**src/rtl/jtpopeye_sdram_arb.sv**
```systemverilog
// Two-port SDRAM read arbiter for the Popeye core: main CPU ROM bytes and OBJ ROM words
// share one toggle-request / fixed-latency SDRAM read port, each requester with a one-entry cache.
module jtpopeye_sdram_arb #(
  parameter int unsigned LATENCY    = 4,
  parameter logic [21:0] OBJ_OFFSET = 22'h4000
) (
  input  logic        clk,
  input  logic        rst_n,
  input  logic        downloading,
  input  logic        loop_rst,
  input  logic        main_cs,
  input  logic [14:0] main_addr,
  output logic [7:0]  main_dout,
  output logic        main_ok,
  input  logic        obj_cs,
  input  logic [12:0] obj_addr,
  output logic [31:0] obj_dout,
  output logic        obj_ok,
  output logic        sdram_re,
  output logic [21:0] sdram_addr,
  input  logic [31:0] data_read
);

  typedef enum logic {ST_IDLE, ST_WAIT} state_t;
  typedef enum logic {GRANT_MAIN, GRANT_OBJ} grant_t;

  localparam logic [3:0] CNT_LOAD = 4'(LATENCY - 1);

  state_t      state;
  grant_t      grant;
  grant_t      last_grant;
  grant_t      pick;
  logic [3:0]  cnt;

  logic        main_valid;
  logic [13:0] main_tag;
  logic [15:0] main_data;
  logic [13:0] main_req;
  logic        obj_valid;
  logic [12:0] obj_tag;
  logic [31:0] obj_data;
  logic [12:0] obj_req;

  logic [13:0] main_word;
  logic [21:0] main_sdram;
  logic [21:0] obj_sdram;
  logic        main_hit;
  logic        obj_hit;
  logic        main_pend;
  logic        obj_pend;
  logic        frozen;
  logic        fire;
  logic        fill;

  assign main_word  = main_addr[14:1];
  assign main_sdram = {8'd0, main_word};
  // Offset addition wraps modulo 2^22 on purpose.
  assign obj_sdram  = OBJ_OFFSET + {8'd0, obj_addr, 1'b0};

  assign main_hit  = main_valid && main_cs && (main_word == main_tag);
  assign obj_hit   = obj_valid && obj_cs && (obj_addr == obj_tag);
  assign main_pend = main_cs && !main_hit;
  assign obj_pend  = obj_cs && !obj_hit;
  assign frozen    = downloading | loop_rst;
  assign fire      = !frozen && (state == ST_IDLE) && (main_pend || obj_pend);
  assign fill      = !frozen && (state == ST_WAIT) && (cnt == 4'd0);

  // NOTE: every variable assigned in always_comb gets a default first so no latch is inferred.
  always_comb begin
    pick = GRANT_MAIN;
    if (main_pend && obj_pend)
      pick = (last_grant == GRANT_MAIN) ? GRANT_OBJ : GRANT_MAIN;
    else if (obj_pend)
      pick = GRANT_OBJ;
  end

  // NOTE: cache payload and request tags carry no reset; the valid flags alone decide whether they are used.
  always_ff @(posedge clk) begin
    if (fire) begin
      if (pick == GRANT_MAIN) main_req <= main_word;
      else                    obj_req  <= obj_addr;
    end
    if (fill) begin
      if (grant == GRANT_MAIN) begin
        main_tag  <= main_req;
        main_data <= data_read[15:0];
      end else begin
        obj_tag  <= obj_req;
        obj_data <= data_read;
      end
    end
  end

  // NOTE: sequential state uses non-blocking assignments so every register samples pre-edge values.
  always_ff @(posedge clk) begin
    if (!rst_n) begin
      state      <= ST_IDLE;
      grant      <= GRANT_MAIN;
      last_grant <= GRANT_OBJ;
      cnt        <= 4'd0;
      sdram_re   <= 1'b0;
      sdram_addr <= 22'd0;
      main_dout  <= 8'd0;
      obj_dout   <= 32'd0;
      main_ok    <= 1'b0;
      obj_ok     <= 1'b0;
      main_valid <= 1'b0;
      obj_valid  <= 1'b0;
    end else if (frozen) begin
      // sdram_re and sdram_addr hold so the controller never sees a spurious edge.
      state      <= ST_IDLE;
      main_valid <= 1'b0;
      obj_valid  <= 1'b0;
      main_ok    <= 1'b0;
      obj_ok     <= 1'b0;
    end else begin
      main_ok <= main_hit;
      obj_ok  <= obj_hit;
      if (main_hit) main_dout <= main_addr[0] ? main_data[15:8] : main_data[7:0];
      if (obj_hit)  obj_dout  <= obj_data;

      case (state)
        ST_IDLE: begin
          if (fire) begin
            grant    <= pick;
            cnt      <= CNT_LOAD;
            sdram_re <= ~sdram_re;
            state    <= ST_WAIT;
            sdram_addr <= (pick == GRANT_MAIN) ? main_sdram : obj_sdram;
          end
        end
        ST_WAIT: begin
          if (cnt == 4'd0) begin
            if (grant == GRANT_MAIN) main_valid <= 1'b1;
            else                     obj_valid  <= 1'b1;
            last_grant <= grant;
            state      <= ST_IDLE;
          end else begin
            cnt <= cnt - 4'd1;
          end
        end
        default: state <= ST_IDLE;
      endcase
    end
  end

endmodule

```
**config.mk**
```make
export PLATFORM = sky130hd
export DESIGN_NAME = jtpopeye_sdram_arb
export DESIGN_NICKNAME = d
export VERILOG_FILES = /design/src/rtl/jtpopeye_sdram_arb.sv
export SDC_FILE = /design/constraint.sdc
export NUM_CORES = 1
export LEC_CHECK = 0
export ABC_CLOCK_PERIOD_IN_PS = 4980
export CAP_MARGIN = 25
export CELL_PAD_IN_SITES_DETAIL_PLACEMENT = 1
export CELL_PAD_IN_SITES_GLOBAL_PLACEMENT = 1
export CORE_UTILIZATION = 40
export DETAILED_ROUTE_END_ITERATION = 8
export GPL_ROUTABILITY_DRIVEN = 0
export PLACE_DENSITY = 0.83
export SLEW_MARGIN = 20
export SYNTH_ARGS = -nofsm -noshare
export SYNTH_HDL_FRONTEND = slang
export SYNTH_SLANG_ARGS = --single-unit
```
**constraint.sdc**
```tcl
create_clock -name clk -period 4.98 [get_ports clk]
set_clock_uncertainty 0.1 [all_clocks]
set_input_delay 0.996 -clock clk [delete_from_list [all_inputs] [get_ports clk]]
set_output_delay 0.996 -clock clk [all_outputs]
set_load 0.02 [all_outputs]
```
==> qor.tcl, run 1 <==
set qor(status) {finished with violations}
set qor(violated_checks) {DRC}
set qor(grt_start_max_net_pins) 37
set qor(yosys.cell_count.top_type) {sky130_fd_sc_hd__edfxtp_1}
set qor(clock_buffers_created_by_tritoncts) 17
set qor(finish.net_count) 652
set qor(clock_tree_from_tritoncts) {built}
set qor(worst_slew_pin_slew_ns) 0.7752
set qor(async_reset_ff_share_pct) 0
set qor(cp_top_family) {simple AND/OR/NAND/NOR gates}
set qor(cts.repair.resized) 0
set qor(clock_insertion_delay_worst_skew_ns) 0.43
set qor(wl_mm) 15.20
set qor(post-route-drc-count) 34
set qor(most_instantiated_flip_flop_cell_in_the_synthesis_netlist) {sky130_fd_sc_hd__edfxtp_1}
set qor(edff_count_synth) 102
set qor(hold_buf_cts) 0
set qor(die_y_extent_um) 125.2
set qor(initial_util_pct) 41.46
set qor(critical_path.endpoint_type) {register}
set qor(cp_data_arrival_time_ns) 3.48
set qor(irDropWorstVdd_mv) 0.2730
set qor(num_antenna_cells) 0
set qor(first_global_vias) 4136
set qor(via_per_inst) 5.128
set qor(drtIter0Drc) 256
set qor(crit_path_max_incr_delay_ns) 0.55
set qor(core_area_um2) 14640
set qor(syn-mean-instance-area_um2) 13.31
set qor(number_of_port_buffers) 123
set qor(power_per_cell_area_nw_per_um2) 370.9
set qor(timing.critical_path.required_ns) 5.01
set qor(timing.setup.critical_path_class) {in2reg}
set qor(vias) 4005
set qor(drt_pass1_iterations) 7
set qor(final_min_period_over_clock_period_pct) 69.23
set qor(cell_taking_the_most_area_after_synthesis) {sky130_fd_sc_hd__edfxtp_1}
set qor(clockRootBuffer) {sky130_fd_sc_hd__clkbuf_16}
set qor(cellLeakagePower_nw) 2.742
set qor(worst_setup_path_start_kind) {input pin}
set qor(clk_path_buf_depth) 2
set qor(number_of_inserted_filler_cells_in_the_final_layout) 1474
set qor(maxSlewViolCount) 0
set qor(layout.area.seq_um2) 4384
set qor(routedWlPerCell_um) 19.46
set qor(synth.cells.most_frequent) {sky130_fd_sc_hd__edfxtp_1, sky130_fd_sc_hd__nand2_1, sky130_fd_sc_hd__dfxtp_1}
set qor(fmax_ghz) 0.2900
set qor(critical_path_peak_fanout) 13
set qor(grt.total_usage_pct) 20.44
set qor(width_of_the_die_um) 125.2
set qor(synthDistinctLibCells) 40
set qor(synthesized_flop_and_latch_total) 168
set qor(rsz_0062_raised_after_global_routing) {no}
set qor(final_setup_violations) 0
set qor(max_slew_margin_pct) 48.16
set qor(floorplan.die_area_um2) 15670
set qor(synth-seq-area-share_pct) 72.22
set qor(synth_cells) 456
set qor(post_route_cells_drive_above_1_share_pct) 7.035
set qor(cts_num_sinks) 168
set qor(worstPathCellList) {clkdlybuf4s50_1, xor2_1, or4_4, nor4_4, o211ai_2, buf_6, nor2_1, buf_4}
set qor(clock_tree.htree_level_count) 4
set qor(layout_min_cycle_time_ns) 3.448
set qor(ys_warn_count) 0
set qor(cp.buffers_inverters) 3
set qor(yosysTopAreaCellShare_pct) 50.45
set qor(flow.area_growth_from_synthesis_pct) 32.65
set qor(grt_pass1_wl_mm) 23.43
set qor(holdCritPathClass) {reg2reg}
set qor(crit_slowest_cell) {sky130_fd_sc_hd__or4_4}
set qor(total_area_of_multi_input_combinational_cells_um2) 1550
set qor(cts.reportedPaths.clkPinSlew_ns) 0.06
set qor(globalRoute.totalOverflow) 0
set qor(totalNegativeSetupSlack_ns) 0
set qor(detail-route-antenna-nets) 0
set qor(antenna_found_initial) 0
set qor(fin_total_pwr_w) 0.002987
set qor(cap_viol_max_count) 0
set qor(yosys-top-cells-area) {sky130_fd_sc_hd__edfxtp_1, sky130_fd_sc_hd__dfxtp_1, sky130_fd_sc_hd__nand2_1}
set qor(dp_hpwl_mm) 10.68
set qor(top_level_ports) 131
set qor(std_cell_rows) 44
set qor(postCtsSetupBuffers) 0
set qor(synth_cell_area_um2) 6071
set qor(hold_slack_ns) 0.3182
set qor(final_hold_violating_endpoints) 0
-- worst paths after layout --
| check | start | slack [ns] | cells after the start | to |
|---|---|---|---|---|
| hold reg to reg | obj_req[10]$_DFFE_PP_ | 0.32 | 0 | obj_tag[10]$_DFFE_PP_ |
| setup / recovery | main_addr[7] | 1.53 | 8 | obj_req[10]$_DFFE_PP_ |
| setup reg to reg | main_tag[6]$_DFFE_PP_ | 2.21 | 7 | obj_req[10]$_DFFE_PP_ |
| hold / removal | obj_req[10]$_DFFE_PP_ | 0.32 | 0 | obj_tag[10]$_DFFE_PP_ |
-- flip-flops by register name, summed over array words and instances (netlist names), 4 cells and up --
register	flops
obj_dout	32
main_dout	8
sdram_addr	15
main_data	16
main_req	14
obj_data	32
cnt	4
main_tag	14
obj_tag	13
obj_req	13
-- report_power, final --
part / switching (W) / leakage [nW] / total [W] / internal [W]
logic: 0.0000997 / 1.01 / 0.000191 / 0.0000910
registers: 0.0000130 / 1.46 / 0.00151 / 0.00150
clock network: 0.000508 / 0.279 / 0.00129 / 0.000779
total: 0.000621 / 2.74 / 0.00299 / 0.00237
-- placed cells by master (no fill, tap or decap), types with 2 or more instances in the layout --
master                            synthesis  final
sky130_fd_sc_hd__and3_1                   3      3
sky130_fd_sc_hd__nor2_1                  18     16
sky130_fd_sc_hd__edfxtp_1               102    102
sky130_fd_sc_hd__nand4_1                  6      6
sky130_fd_sc_hd__a21oi_1                 48     48
sky130_fd_sc_hd__clkbuf_1                15      4
sky130_fd_sc_hd__bufinv_16                0      3
sky130_fd_sc_hd__and4_1                   3      3
sky130_fd_sc_hd__nand3b_1                 2      2
sky130_fd_sc_hd__nor3_1                   5      4
sky130_fd_sc_hd__mux2i_1                 21     21
sky130_fd_sc_hd__clkinv_1                 0      2
sky130_fd_sc_hd__inv_1                    6      6
sky130_fd_sc_hd__clkinv_2                 0      5
sky130_fd_sc_hd__buf_4                    8      7
sky130_fd_sc_hd__nand2_1                 74     74
sky130_fd_sc_hd__clkbuf_16                0     17
sky130_fd_sc_hd__xnor2_1                 21     21
sky130_fd_sc_hd__clkdlybuf4s50_1          0    123
sky130_fd_sc_hd__a211oi_1                10     10
sky130_fd_sc_hd__ha_1                     2      2
sky130_fd_sc_hd__o21ai_0                 14     14
sky130_fd_sc_hd__and2_1                   2      2
sky130_fd_sc_hd__nor4b_1                  2      2
sky130_fd_sc_hd__xor2_1                   7      7
sky130_fd_sc_hd__conb_1                   1      7
sky130_fd_sc_hd__dfxtp_1                 66     66
-- per-layer routing --
| metal | vias up | wire length (um) | GRT usage [%] |
|---|---|---|---|
| met5 | - | 0 | 0 |
| met1 | 1964 | 6142 | 23.46 |
| li1 | 1876 | - | - |
| met2 | 140 | 7739 | 35.36 |
| met4 | 0 | 297 | 8.608 |
| met3 | 25 | 1023 | 6.290 |
-- through the flow --
stage                     utilization (%)  setup WS [ns]  instance area, um^2  std cells
after CTS                           54.91          1.262                 8041        780
after global routing                54.99          1.391                 8053        781
after floorplan                         -          1.121                 6093        462
final                               54.99          1.532                 8053        781
after global placement              51.02         0.9551                 7471        748
after detailed placement            51.02         0.8240                 7471        748
-- cell type report --
type	count	share of cell area, %
inverters	6	0.2797
multi-input cells	260	19.25
clock buffers	21	5.469
flip-flops and latches	168	54.44
clock inverters	11	1.616
repair buffers	131	16.08
well taps	184	2.859
-- kinds of logic (layout without fill, tap and decap cells) --
family	after synthesis	after routing	share of synthesized area, %
multiplexers	22	22	3.648
adder cells (fa/ha/maj)	2	2	0.4121
buffers and inverters	34	169	2.865
AND/OR/NAND/NOR	123	123	9.440
flip-flops	168	168	72.22
XOR/XNOR	28	28	4.040
other	1	7	0.06177
AO/OA/AOI/OAI	78	78	7.317
-- worst reg2reg max path, stage by stage (launching register included) --
cell	delay (ns)
sky130_fd_sc_hd__edfxtp_1	0.38
sky130_fd_sc_hd__xor2_1	0.17
sky130_fd_sc_hd__or4_4	0.55
sky130_fd_sc_hd__nor4_4	0.38
sky130_fd_sc_hd__o211ai_2	0.30
sky130_fd_sc_hd__buf_6	0.25
sky130_fd_sc_hd__nor2_1	0.10
sky130_fd_sc_hd__buf_4	0.22
(Power assumes the default switching activity.)
==> inputs of run 2 (changes only) <==
--- a/config.mk
+++ b/config.mk
@@ -5,14 +5,14 @@
 export SDC_FILE = /design/constraint.sdc
 export NUM_CORES = 1
 export LEC_CHECK = 0
-export ABC_CLOCK_PERIOD_IN_PS = 4980
+export ABC_CLOCK_PERIOD_IN_PS = 2900
 export CAP_MARGIN = 25
 export CELL_PAD_IN_SITES_DETAIL_PLACEMENT = 1
 export CELL_PAD_IN_SITES_GLOBAL_PLACEMENT = 1
-export CORE_UTILIZATION = 40
+export CORE_UTILIZATION = 36
 export DETAILED_ROUTE_END_ITERATION = 8
 export GPL_ROUTABILITY_DRIVEN = 0
-export PLACE_DENSITY = 0.83
+export PLACE_DENSITY = 0.8
 export SLEW_MARGIN = 20
 export SYNTH_ARGS = -nofsm -noshare
 export SYNTH_HDL_FRONTEND = slang
==> constraint.sdc (replaced) <==
create_clock -name clk -period 2.9 [get_ports clk]
set_clock_uncertainty 0.1 [all_clocks]
set_input_delay 0.58 -clock clk [delete_from_list [all_inputs] [get_ports clk]]
set_output_delay 0.58 -clock clk [all_outputs]
set_load 0.02 [all_outputs]
==> qor.tcl, run 2 (same netlist as run 1, synthesis figures left out) <==
set qor(status) {finished clean}
set qor(cp_data_arrival_time_ns) 2.92
set qor(core_area_um2) 16520
set qor(die_y_extent_um) 131.9
set qor(cts.reportedPaths.clkPinSlew_ns) 0.07
set qor(hold_buf_cts) 0
set qor(clock_insertion_delay_worst_skew_ns) 0.42
set qor(irDropWorstVdd_mv) 0.4087
set qor(sw_frac_of_total_pct) 22.08
set qor(worstPathCellList) {clkdlybuf4s50_1, xor2_1, or4_4, nor4_4, buf_4, and2_1, buf_12, nor2_1, a211oi_1}
set qor(postCtsSetupBuffers) 0
set qor(layout_min_cycle_time_ns) 2.699
set qor(cap_viol_max_count) 0
set qor(fin_total_pwr_w) 0.005164
set qor(number_of_port_buffers) 123
set qor(routedWlPerCell_um) 18.04
set qor(cp.buffers_inverters) 3
set qor(top_level_ports) 131
set qor(layout_commonest_cell) {sky130_fd_sc_hd__clkdlybuf4s50_1}
set qor(timing.setup.critical_path_class) {in2reg}
set qor(cellLeakagePower_nw) 2.864
set qor(worst_slew_pin_slew_ns) 0.6960
set qor(post_route_cells_drive_above_1_share_pct) 10.86
set qor(clock_tree.htree_level_count) 4
set qor(final_min_period_over_clock_period_pct) 93.07
set qor(critical_path_peak_fanout) 16
set qor(clock_tree_from_tritoncts) {built}
set qor(dp_hpwl_mm) 10.73
set qor(whs_path_depth) 0
set qor(drt_pass1_iterations) 4
set qor(rsz_0062_raised_after_global_routing) {no}
set qor(globalRoute.totalOverflow) 0
set qor(power.share.clock_pct) 43.1
set qor(cts.repair.resized) 0
set qor(timing.critical_path.required_ns) 3.12
set qor(finish.net_count) 672
set qor(internal-power_w) 0.004024
set qor(cp_top_family) {simple AND/OR/NAND/NOR gates}
set qor(most_frequent_cells_in_the_layout) {sky130_fd_sc_hd__clkdlybuf4s50_1, sky130_fd_sc_hd__edfxtp_1, sky130_fd_sc_hd__nand2_1, sky130_fd_sc_hd__dfxtp_1, sky130_fd_sc_hd__a21oi_1}
set qor(grt_start_max_net_pins) 33
set qor(worst_setup_path_start_kind) {input pin}
set qor(width_of_the_die_um) 131.9
set qor(power_per_cell_area_nw_per_um2) 616.9
set qor(clockRootBuffer) {sky130_fd_sc_hd__clkbuf_16}
set qor(clock_buffers_created_by_tritoncts) 17
set qor(wl_mm) 15.10
set qor(final_hold_violating_endpoints) 0
set qor(detail-route-antenna-nets) 0
set qor(vias) 4073
set qor(grt_pass1_wl_mm) 23.90
set qor(power.share.sequential_pct) 50.1
set qor(layout_top_registers) {obj_data x32, obj_dout x32, main_data x16}
set qor(grt.total_usage_pct) 18.25
set qor(crit_slowest_cell) {sky130_fd_sc_hd__or4_4}
set qor(initial_util_pct) 36.74
set qor(fmax_ghz) 0.3705
set qor(post-route-drc-count) 0
set qor(max_slew_margin_pct) 53.55
set qor(via_per_inst) 4.866
set qor(num_antenna_cells) 0
set qor(total_switching_power_w) 0.001141
set qor(floorplan.die_area_um2) 17390
set qor(clk_path_buf_depth) 2
set qor(cts_num_sinks) 168
set qor(path_depth) 9
set qor(reg2reg_depth) 8
set qor(maxSlewViolCount) 0
set qor(first_global_vias) 4324
set qor(flow.area_growth_from_synthesis_pct) 37.88
set qor(crit_path_max_incr_delay_ns) 0.55
set qor(antenna_found_initial) 0
set qor(totalNegativeSetupSlack_ns) 0
set qor(combPwrFrac_pct) 6.8
set qor(final_util_pct) 50.65
set qor(std_cell_rows) 47
set qor(critical_path.endpoint_type) {register}
set qor(holdCritPathClass) {reg2reg}
set qor(drtIter0Drc) 128
set qor(final_setup_violations) 0
run 2: final cells by class:
| cell class | instances | area [um^2] |
|---|---|---|
| Fill cell | 1634 | 8154 |
| Clock inverter | 13 | 148.9 |
| Timing Repair Buffer | 151 | 1554 |
| Inverter | 6 | 22.52 |
| Tap cell | 220 | 275.3 |
| Sequential cell | 168 | 4384 |
| Multi-Input combinational cell | 260 | 1553 |
| Clock buffer | 19 | 432.9 |
run 2: stage by stage:
stage / hold WS [ns] / area [um^2] / setup WS, ns / std cells
after global routing: 0.3257 / 8371 / 0.1102 / 837
after detailed placement: 0.3056 / 7789 / -0.2428 / 805
after global placement: 0.3014 / 7789 / -0.1058 / 805
after CTS: 0.3208 / 8371 / 0.1991 / 837
final: 0.3203 / 8371 / 0.2011 / 837
after floorplan: 0.3003 / 6101 / 0.001420 / 462
run 2: layer usage:
metal	vias to the layer above	track usage, %	part of all wire, %
met5	-	0	0
met4	0	6.525	1.9
met3	26	4.729	4.5
met2	135	31.75	50
met1	1991	21.76	43
li1	1921	-	-
run 2: final timing paths:
kind,to,startpoint,slack [ns]
worst min-delay path,main_tag[4]$_DFFE_PP_,main_req[4]$_DFFE_PP_,0.32
worst max-delay path,main_dout[0]$_SDFFE_PN0P_,main_addr[7],0.20
worst max register to register,main_dout[0]$_SDFFE_PN0P_,main_tag[6]$_DFFE_PP_,0.47
worst min register to register,main_tag[4]$_DFFE_PP_,main_req[4]$_DFFE_PP_,0.32
run 2: power by group through the flow:
| stage | logic (W) | clock network, W | registers [W] |
|---|---|---|---|
| floorplan | 0.000125 | 0 | 0.00265 |
| detailed placement | 0.000348 | 0 | 0.00264 |
| global placement | 0.000334 | 0 | 0.00264 |
| finish | 0.000349 | 0.00223 | 0.00259 |
| CTS | 0.000352 | 0.00228 | 0.00259 |
| global route | 0.000373 | 0.00236 | 0.00259 |
==> inputs of run 3 (changes only) <==
--- a/config.mk
+++ b/config.mk
@@ -6,7 +6,7 @@
 export NUM_CORES = 1
 export LEC_CHECK = 0
 export ABC_CLOCK_PERIOD_IN_PS = 2900
-export CAP_MARGIN = 25
+export CAP_MARGIN = 10
 export CELL_PAD_IN_SITES_DETAIL_PLACEMENT = 1
 export CELL_PAD_IN_SITES_GLOBAL_PLACEMENT = 1
 export CORE_UTILIZATION = 36
==> results of run 3 <==
No change in the layout: final DEF, timing and power equal those of run 2.
